$ cat config.mk
export PLATFORM = sky130hd
export DESIGN_NAME = spi_cfg_master_flat
export DESIGN_NICKNAME = d
export VERILOG_FILES = /design/src/rtl/spi_cfg_master_pkg.sv /design/src/rtl/spi_cfg_master_if.sv /design/src/rtl/spi_cfg_master_clkgen.sv /design/src/rtl/spi_cfg_master.sv /design/src/flat_wrapper.sv
export SDC_FILE = /design/constraint.sdc
export NUM_CORES = 1
export LEC_CHECK = 0
export ABC_AREA = 1
export CELL_PAD_IN_SITES_DETAIL_PLACEMENT = 0
export CELL_PAD_IN_SITES_GLOBAL_PLACEMENT = 1
export CORE_MARGIN = 2
export CORE_UTILIZATION = 39
export DETAILED_ROUTE_END_ITERATION = 6
export PLACE_DENSITY = 0.86
export SYNTH_ARGS = -nofsm -noshare
export SYNTH_HDL_FRONTEND = slang
export SYNTH_SLANG_ARGS = --single-unit
$ cat constraint.sdc
create_clock -name clk -period 4.05 [get_ports clk]
set_clock_uncertainty 0.1 [all_clocks]
set_input_delay 0.6075 -clock clk [delete_from_list [all_inputs] [get_ports clk]]
set_output_delay 0.6075 -clock clk [all_outputs]
set_load 0.05 [all_outputs]
$ cat src/rtl/spi_cfg_master_pkg.sv
// spi_cfg_pkg: frame geometry, FSM states and PWM register map shared with the memory manager
package spi_cfg_pkg;
  typedef enum logic [2:0] {IDLE, SETUP, SHIFT, HOLD, GAP} state_e;
  localparam int FRAME_BITS = 40;
  localparam int CMD_BITS = 8;
  localparam int RW_BIT = 7;
  localparam int DATA_BITS = FRAME_BITS - CMD_BITS;
  localparam logic [CMD_BITS-2:0] REG_COUNTER = 7'h00;
  localparam logic [CMD_BITS-2:0] REG_PRESCALER = 7'h01;
  localparam logic [CMD_BITS-2:0] REG_DUTY = 7'h02;
  localparam logic [CMD_BITS-2:0] REG_ENABLE = 7'h03;
  function automatic logic [FRAME_BITS-1:0] build_frame(input logic rw, input logic [CMD_BITS-2:0] addr,
                                                        input logic [DATA_BITS-1:0] wdata);
    logic [CMD_BITS-1:0] cmd;
    cmd = {1'b0, addr};
    cmd[RW_BIT] = rw;
    return {cmd, rw ? {DATA_BITS{1'b0}} : wdata};
  endfunction
endpackage

$ cat src/rtl/spi_cfg_master_if.sv
// spi_cfg_master_if: local request/done handshake plus the four SPI pins
interface spi_cfg_master_if;
  import spi_cfg_pkg::*;
  logic start, rw, busy, done, err, sclk, mosi, cs_n, miso;
  logic [CMD_BITS-2:0] addr;
  logic [DATA_BITS-1:0] wdata, rdata;
  modport master(input start, rw, addr, wdata, miso, output busy, done, err, rdata, sclk, mosi, cs_n);
  modport slave(output start, rw, addr, wdata, miso, input busy, done, err, rdata, sclk, mosi, cs_n);
endinterface

$ cat src/rtl/spi_cfg_master_clkgen.sv
// spi_cfg_clkgen: half-period down-counter, tick marks the last cycle of every CLK_DIV-cycle phase
module spi_cfg_clkgen #(
  parameter int CLK_DIV = 4
) (
  input  logic clk,
  input  logic rst_n,
  input  logic restart,
  output logic tick
);
  localparam logic [7:0] RELOAD = 8'(CLK_DIV - 1);
  logic [7:0] cnt;
  assign tick = cnt == 8'd0;
  // restart aligns the phase grid to the accepted request, otherwise count down and wrap
  always_ff @(posedge clk or negedge rst_n)
    if (!rst_n) cnt <= RELOAD;
    else cnt <= (restart || tick) ? RELOAD : cnt - 8'd1;
endmodule

$ cat src/rtl/spi_cfg_master.sv
// spi_cfg_master: SPI mode-0 master for 40-bit register frames; read capture enabled by SPI_CFG_MASTER_READBACK_EN
module spi_cfg_master
  import spi_cfg_pkg::*;
#(
  parameter int CLK_DIV = 4
) (
  input logic clk,
  input logic rst_n,
  spi_cfg_master_if.master bus
);
  if (CLK_DIV < 4 || CLK_DIV > 255) begin : g_bad_div
    $error("spi_cfg_master: CLK_DIV must be within 4..255");
  end
  state_e state;
  logic tick, restart, accept;
  logic [FRAME_BITS-1:0] tx;
  logic [5:0] bit_cnt;
  spi_cfg_clkgen #(.CLK_DIV(CLK_DIV)) u_clkgen (
    .clk(clk),
    .rst_n(rst_n),
    .restart(restart),
    .tick(tick)
  );
`ifdef SPI_CFG_MASTER_READBACK_EN
  assign accept = bus.start;
`else
  assign accept = bus.start && !bus.rw;
`endif
  assign restart = state == IDLE && accept;
  // frame sequencer: SETUP -> 40 high/low bit phases -> HOLD -> GAP, all pins straight from flops
  always_ff @(posedge clk or negedge rst_n)
    if (!rst_n) begin
      state <= IDLE;
      bus.busy <= 1'b0;
      bus.done <= 1'b0;
      bus.sclk <= 1'b0;
      bus.mosi <= 1'b0;
      bus.cs_n <= 1'b1;
      tx <= '0;
      bit_cnt <= '0;
    end else begin
      bus.done <= 1'b0;
      case (state)
        IDLE: if (accept) begin
          state <= SETUP;
          bus.busy <= 1'b1;
          bus.cs_n <= 1'b0;
          tx <= build_frame(bus.rw, bus.addr, bus.wdata);
          bus.mosi <= bus.rw;
        end
        SETUP: if (tick) begin
          state <= SHIFT;
          bus.sclk <= 1'b1;
          bit_cnt <= 6'(FRAME_BITS - 1);
        end
        SHIFT: if (tick) begin
          if (bus.sclk) begin
            bus.sclk <= 1'b0;
            tx <= {tx[FRAME_BITS-2:0], 1'b0};
            bus.mosi <= tx[FRAME_BITS-2];
          end else if (bit_cnt == 6'd0) state <= HOLD;
          else begin
            bus.sclk <= 1'b1;
            bit_cnt <= bit_cnt - 6'd1;
          end
        end
        HOLD: if (tick) begin
          state <= GAP;
          bus.cs_n <= 1'b1;
        end
        GAP: if (tick) begin
          state <= IDLE;
          bus.busy <= 1'b0;
          bus.done <= 1'b1;
        end
        default: state <= IDLE;
      endcase
    end
  // a request that cannot be served is answered with a single err pulse
  always_ff @(posedge clk or negedge rst_n)
    if (!rst_n) bus.err <= 1'b0;
    else bus.err <= state == IDLE && bus.start && !accept;
`ifdef SPI_CFG_MASTER_READBACK_EN
  logic [1:0] miso_sync;
  logic [DATA_BITS-1:0] rx;
  logic rd_q;
  // synchronize miso, shift in data-byte bits at the end of each high phase, publish at frame end
  always_ff @(posedge clk or negedge rst_n)
    if (!rst_n) begin
      miso_sync <= '0;
      rx <= '0;
      rd_q <= 1'b0;
      bus.rdata <= '0;
    end else begin
      miso_sync <= {miso_sync[0], bus.miso};
      if (restart) rd_q <= bus.rw;
      if (state == SHIFT && tick && bus.sclk && bit_cnt < 6'(DATA_BITS)) rx <= {rx[DATA_BITS-2:0], miso_sync[1]};
      if (state == GAP && tick && rd_q) bus.rdata <= rx;
    end
`else
  logic unused_miso;
  assign unused_miso = bus.miso;
  assign bus.rdata = '0;
`endif
endmodule

$ cat src/flat_wrapper.sv
// flat-port wrapper written by rule: the top's interface ports become plain ports
module spi_cfg_master_flat import spi_cfg_pkg::*;
#(
  parameter int CLK_DIV = 4
)
  (clk, rst_n, bus_start, bus_rw, bus_addr, bus_wdata, bus_miso, bus_busy, bus_done, bus_err, bus_rdata, bus_sclk, bus_mosi, bus_cs_n);
  spi_cfg_master_if bus_i ();
  input logic clk;
  input logic rst_n;
  input wire logic [$bits(bus_i.start)-1:0] bus_start;
  input wire logic [$bits(bus_i.rw)-1:0] bus_rw;
  input wire logic [$bits(bus_i.addr)-1:0] bus_addr;
  input wire logic [$bits(bus_i.wdata)-1:0] bus_wdata;
  input wire logic [$bits(bus_i.miso)-1:0] bus_miso;
  output wire logic [$bits(bus_i.busy)-1:0] bus_busy;
  output wire logic [$bits(bus_i.done)-1:0] bus_done;
  output wire logic [$bits(bus_i.err)-1:0] bus_err;
  output wire logic [$bits(bus_i.rdata)-1:0] bus_rdata;
  output wire logic [$bits(bus_i.sclk)-1:0] bus_sclk;
  output wire logic [$bits(bus_i.mosi)-1:0] bus_mosi;
  output wire logic [$bits(bus_i.cs_n)-1:0] bus_cs_n;
  assign bus_i.start = bus_start;
  assign bus_i.rw = bus_rw;
  assign bus_i.addr = bus_addr;
  assign bus_i.wdata = bus_wdata;
  assign bus_i.miso = bus_miso;
  assign bus_busy = bus_i.busy;
  assign bus_done = bus_i.done;
  assign bus_err = bus_i.err;
  assign bus_rdata = bus_i.rdata;
  assign bus_sclk = bus_i.sclk;
  assign bus_mosi = bus_i.mosi;
  assign bus_cs_n = bus_i.cs_n;
  spi_cfg_master #(.CLK_DIV(CLK_DIV)) u_core (.clk(clk), .rst_n(rst_n), .bus(bus_i));
endmodule
After elaboration in Yosys (flattened, before gate mapping)
Index checks and enable logic that the tools add are counted.
- add/sub/neg operators: 2
- equality and inequality tests: 13
- multiplexer cells: 35
- reductions and logical operators: 20
- operators by type and width (operator ; number):
    two-way mux 39 bit ; 3
    one-hot mux 39 bit (2 select lines) ; 1
    two-way mux 32 bit ; 1
    two-way mux 6 bit ; 4
    two-way mux 3 bit ; 7
    one-hot mux 3 bit (5 select lines) ; 1
    two-way mux 1 bit ; 12
    inequality test 2 bit, second input constant ; 6
    one-hot mux 6 bit (2 select lines) ; 1
    AND reduction 3 bit ; 3
    zero test 8 bit ; 1
    two-way mux 8 bit ; 1
    one-hot mux 1 bit (2 select lines) ; 4
    nonzero test 2 bit ; 4
    subtractor 8 x 1 -> 8 bit, second input constant ; 1
    AND reduction 7 bit ; 1
    == test 3 x 2 -> 1 bit, second input constant ; 2
    zero test 6 bit ; 1
    inequality test 2 x 1 -> 1 bit, second input constant ; 3
    subtractor 6 x 1 -> 6 bit, second input constant ; 1
    AND reduction 5 bit ; 1
    logical AND 1 bit ; 4
    AND reduction 4 bit ; 1
    == test 3 x 1 -> 1 bit, second input constant ; 1
    other kinds (4) ; 5
- register bits: 62
- bits of input ports: 44
- output and inout bits: 38
- word-level logic and storage cells: 80

Logic depth before layout (Yosys ltp)
- depth in word-level cells: 5
- mapped depth: 11
- depth with buffers taken out: 10

By module
Synthesis repeated with hierarchy kept, for this count alone.
- cells, all modules: 481
- area total of the unflattened synthesis: 3524.6 µm²
- modules (own cells, without submodules) (module ; times used ; cells an instance ; area an instance (µm²) ; sequential area each (µm²)):
    spi_cfg_master ; 1 ; 429 ; 3054.2 ; 1352.5
    spi_cfg_clkgen ; 1 ; 52 ; 470.5 ; 202.7

Worst setup path after synthesis
No wires, ideal clock.
- path type: input -> register
- start point: input bus_start
- end point: register u_core.tx[15]
- library setup time: 0.124 ns
- arrival: 1.517 ns
- required time: 3.826 ns
- setup slack: 2.309 ns
- stages: 11
- cells stage by stage: inv_1 nor2_1 nand3_2 inv_2 nor2_8 inv_4 nand2_4 buf_6 buf_6 nand2_1 o21ai_1
- cells in the longest elaborated chain, start to end: 3
- ends and longest elaborated chain (element ; line ; text):
    start, declared ; flat_wrapper.sv:10 ; input wire logic [$bits(bus_i.start)-1:0] bus_start;
    logical AND 1 bit ; spi_cfg_master.sv:27 ; assign accept = bus.start && !bus.rw;
    inequality test 2 x 1 -> 1 bit (no line) ; -- ;
    AND reduction 4 bit (no line) ; -- ;
    end signal, assigned ; spi_cfg_master.sv:48 ; tx <= build_frame(bus.rw, bus.addr, bus.wdata);
    end signal, assigned ; spi_cfg_master.sv:59 ; tx <= {tx[FRAME_BITS-2:0], 1'b0};
    end, declared ; spi_cfg_master.sv:16 ; logic [FRAME_BITS-1:0] tx;
No other way between the ends.
A chain may end at the register's enable or synchronous reset.

Worst setup path after layout
- start point: register u_core.state[0]
- end point: register u_core.tx[23]
- cells in the longest elaborated chain, start to end: 3
- ends and longest elaborated chain (element ; line ; text):
    start, declared ; spi_cfg_master.sv:14 ; state_e state;
    start signal, assigned ; spi_cfg_master.sv:33 ; state <= IDLE;
    start signal, assigned ; spi_cfg_master.sv:45 ; state <= SETUP;
    start signal, assigned ; spi_cfg_master.sv:52 ; state <= SHIFT;
    == test 3 x 2 -> 1 bit or zero test 3 bit (tied branches) ; spi_cfg_master.sv:43 ; case (state)
    inequality test 2 x 1 -> 1 bit (no line), or another cell as far along ; -- ;
    AND reduction 4 bit (no line) ; -- ;
Parallel ways exist; a longest one is shown, timed or not.

==> run summary <==
The maximum net fanout on the critical path is 39, and the detail-routed net length per standard cell is 11.7 microns. Measured along the x axis, the die boundary spans 96.5 microns. The slowest cell on the critical path is nor2_4.

The tools report the total half-perimeter wirelength after legalization and detailed placement as 4.25 mm. After detailed routing, the number of vias per cell comes to 4.63. The logs give 0 for the number of gates resized after cts and 0.000342 W for the total net switching power. The number of enable flip-flop cells after synthesis was 0; the violation count after the first detailed-route iteration was 131. The final-report max-slew violation count came out at 0. The internal power contribution is 0.000939 W. The area growth from synthesis to layout is 16.6%.

The run gives 2680 ps as the arrival time of data at the critical path endpoint. Max-cap violations in this run came to 0. The logs give 33 for the number of rows created at floorplan and 9310 sq um for the area enclosed by the die boundary. After clock tree synthesis, the setup repair step added 0 buffers. The synthesized netlist contains 33 unique library cells.

After clock tree synthesis, the clock-pin slew on the worst setup and hold paths is 80 ps. In the routed design, unresolved DRC markers number 0. The tools report the maximum clock rate as 400 MHz. In this run the mean area of a mapped cell was 8.24 sq um. The clock network accounts for 42.4% of the total power. The type of destination of the critical path is a flop. The final hold violation count came out at 0.

The number of global-route vias before repair was 2398. Of the cells placed in the final design, the portion with a size suffix greater than 1 is 8.65%. The share of the Yosys chip area taken by registers is 46.6%. The H-tree was split into 3 levels. Entering global routing, the biggest net connects 58 pins.

Cell with the most instances on the worst path: nand2_1. The tree is rooted in a clkbuf_8. STA classifies the critical path startpoint as a flop.

The count of nets left with antenna violations after detail routing was 0; the transition time at the pin with the least slew margin was 904 ps. The tools report the sum of overflow across all layers after global routing as 0. The min-delay analysis places its worst path in the category primary input to asynchronous set/reset pin. The diode insertion count for antenna repair is 0.

Per report_power, the sequential group accounts for 48.3% of the total. Net switching is 26.7% of the power. The area share of the largest cell type after synthesis was 44.3%; the quantity of hold-fixing buffers added after cts was 0.

The region available for standard cell placement spans 8260 sq um. The setup-violating endpoint count in the final report was 0; the length of the first detailed-routing pass in iterations was 4. For this block, the routed nets add up to 6.51 mm of wire. In this run the tightest slew margin relative to its limit is 39.7%. After layout, the minimum clock period comes to 2500 ps. Routability-driven placement finished with a final weighted congestion of 0.783. The run gives 0 ps as the sum of negative setup slack. Setup repair after global routing left no endpoint under its margin. Counting every sink on the clock net gives 62. Data on the critical path is required at its endpoint by 4230 ps.

For the worst slack after detailed placement, the log shows 1250 ps. For this design the static power due to leakage is 1.85 nW. For the total global routing track utilization, the log shows 15.0%.

Setup slack closes at 1550 ps. The flip-flop and latch count after synthesis works out to 62. For this run, the number of Yosys warnings is 0.

In this design, the stage delay of the slowest critical-path cell is 700 ps. The dominant cell type by area after synthesis was dfrtp_1. The initial antenna violation count was 0. Share of flip-flops with an asynchronous set or reset: 100%. Once the floorplan was initialized, standard cells occupied 40.4% of the core.

82 I/O pins were placed. For the maximum buffer depth of the clock tree, the log shows 2. TritonCTS built the clock tree. By area the synthesized netlist is led by dfrtp_1, nand2_1, buf_4. Leading register cell type out of synthesis: dfrtp_1. The first global-routing pass estimated 10.9 mm of wire. Dividing the final minimum period by the clock period gives 61.8%. Synthesized area: 3340 sq um.

The critical path goes through nor2_4, nand2_2, inv_2, nor2_4, nand2_1, nand2_1, nand2_1, nand2_1. Synthesis produced a netlist whose cell count is 405. The critical path class was flop to flop. The peak supply drop is 140 uV, and the insertion delay of the later-clocked pin in the worst-skew pair is 340 ps. The beginning of the worst register-to-register path is u_core.state[0]. The critical path starts at u_core.state[0].

The run finished with clean final reports. Dividing total power by cell area gives a power density of 329 nW/um^2. The number of I/O port buffers was 48. The TritonCTS buffer count came out at 9. The floorplan step set the die height to 96.5 microns. Combinational cells account for 9.3% of the total power. The routed layout has 2577 vias. The net count of the finished layout is 494.
critical path, delay by kind of cell (launching register included):
family / cells / cell delay (ps)
AND/OR/NAND/NOR: 7 / 1460
flip-flops: 1 / 480
buffers and inverters: 1 / 390
cell usage after synthesis, types with 3 or more instances:
cell type and n:
xor2_1 3, inv_1 25, a22oi_1 21, o21ai_2 3
o21ai_1 25, ha_1 4, buf_2 7, dfstp_2 3
nor2_1 19, nor2_4 3, nand3_1 8, o21ai_0 21
dfrtp_1 59, nand4_1 3, buf_4 35, inv_2 3
buf_6 6, nand2_1 138
sequential cells by signal (all words and copies together) (netlist names):
signal,cells
u_core.bus.done,1
u_core.u_clkgen.cnt,8
u_core.bus.cs_n,1
u_core.bus.busy,1
u_core.bus.err,1
u_core.tx,39
u_core.bit_cnt,6
u_core.state,3
u_core.bus.mosi,1
u_core.bus.sclk,1
kinds of logic (layout without fill, tap and decap cells):
group / count (synthesis) / in the layout / synth area share (%)
other: 1 / 32 / 0.112
XOR/XNOR: 5 / 5 / 1.31
AND/OR/NAND/NOR: 180 / 180 / 22.8
buffers and inverters: 79 / 94 / 14.6
adder cells (fa/ha/maj): 4 / 4 / 1.50
flip-flops: 62 / 62 / 46.6
AO/OA/AOI/OAI: 74 / 74 / 13.1
worst paths after layout:
path	endpoint	slack, ps	cells past startpoint
hold / removal	u_core.state[1]	300	1
min in group clk	u_core.u_clkgen.cnt[0]	350	1
max in group asynchronous	u_core.u_clkgen.cnt[1]	2640	2
setup / recovery	u_core.tx[23]	1550	8
setup reg to reg	u_core.tx[23]	1550	8
hold reg to reg	u_core.u_clkgen.cnt[0]	350	1
through the flow:
step / area, sq um / std cells / util (%) / power, W / hold slack [ps]
after global routing: 3890 / 556 / 47.1 / 0.00133 / 360
after global placement: 3690 / 540 / 44.7 / 0.000751 / 338
after detailed placement: 3690 / 540 / 44.7 / 0.000751 / 340
after CTS: 3890 / 556 / 47.1 / 0.00130 / 320
after floorplan: 3450 / 436 / - / 0.000720 / 212
final: 3890 / 556 / 47.1 / 0.00128 / 300
power by group through the flow:
stage / logic (W) / clock network [W] / registers (W)
finish: 0.000119 / 0.000543 / 0.000619
CTS: 0.000120 / 0.000556 / 0.000619
floorplan: 0.0000893 / 0 / 0.000631
global route: 0.000127 / 0.000587 / 0.000619
detailed placement: 0.000120 / 0 / 0.000631
global placement: 0.000120 / 0 / 0.000631
metal layers:
layer	up-vias	GRT usage (%)	wire (microns)
li1	1310	-	-
met1	1197	19.6	3140
met2	60	24.4	2930
met3	10	3.10	342
met4	0	6.34	91
met5	-	0	0
cells in the final DEF, fill, tap and decap left out, drive strengths merged:
| cell | Yosys | layout |
|---|---|---|
| a21oi | 2 | 2 |
| nor2 | 25 | 25 |
| clkbuf | 2 | 9 |
| dfrtp | 59 | 59 |
| ha | 4 | 4 |
| o21ai | 49 | 49 |
| a31oi | 1 | 1 |
| xor2 | 3 | 3 |
| inv | 29 | 30 |
| xnor2 | 2 | 2 |
| bufinv | 0 | 1 |
| clkinv | 0 | 1 |
| nand2 | 140 | 140 |
| conb | 1 | 32 |
| nor3 | 1 | 1 |
| nand4 | 3 | 3 |
| clkdlybuf4s50 | 0 | 47 |
| dfstp | 3 | 3 |
| a22oi | 21 | 21 |
| nand3 | 9 | 9 |
| o21bai | 1 | 1 |
| clkinvlp | 0 | 4 |
| or2 | 2 | 2 |
| buf | 48 | 2 |
final cells by class:
class / instances / area, sq um
fillers: 845 / 4370
multi-input cells: 295 / 1410
inverters: 29 / 111
repair buffers: 49 / 483
clock inverters: 7 / 73.8
flip-flops and latches: 62 / 1560
clock buffers: 9 / 124
well taps: 105 / 131
Note: power is estimated with default switching activity, not from simulation.
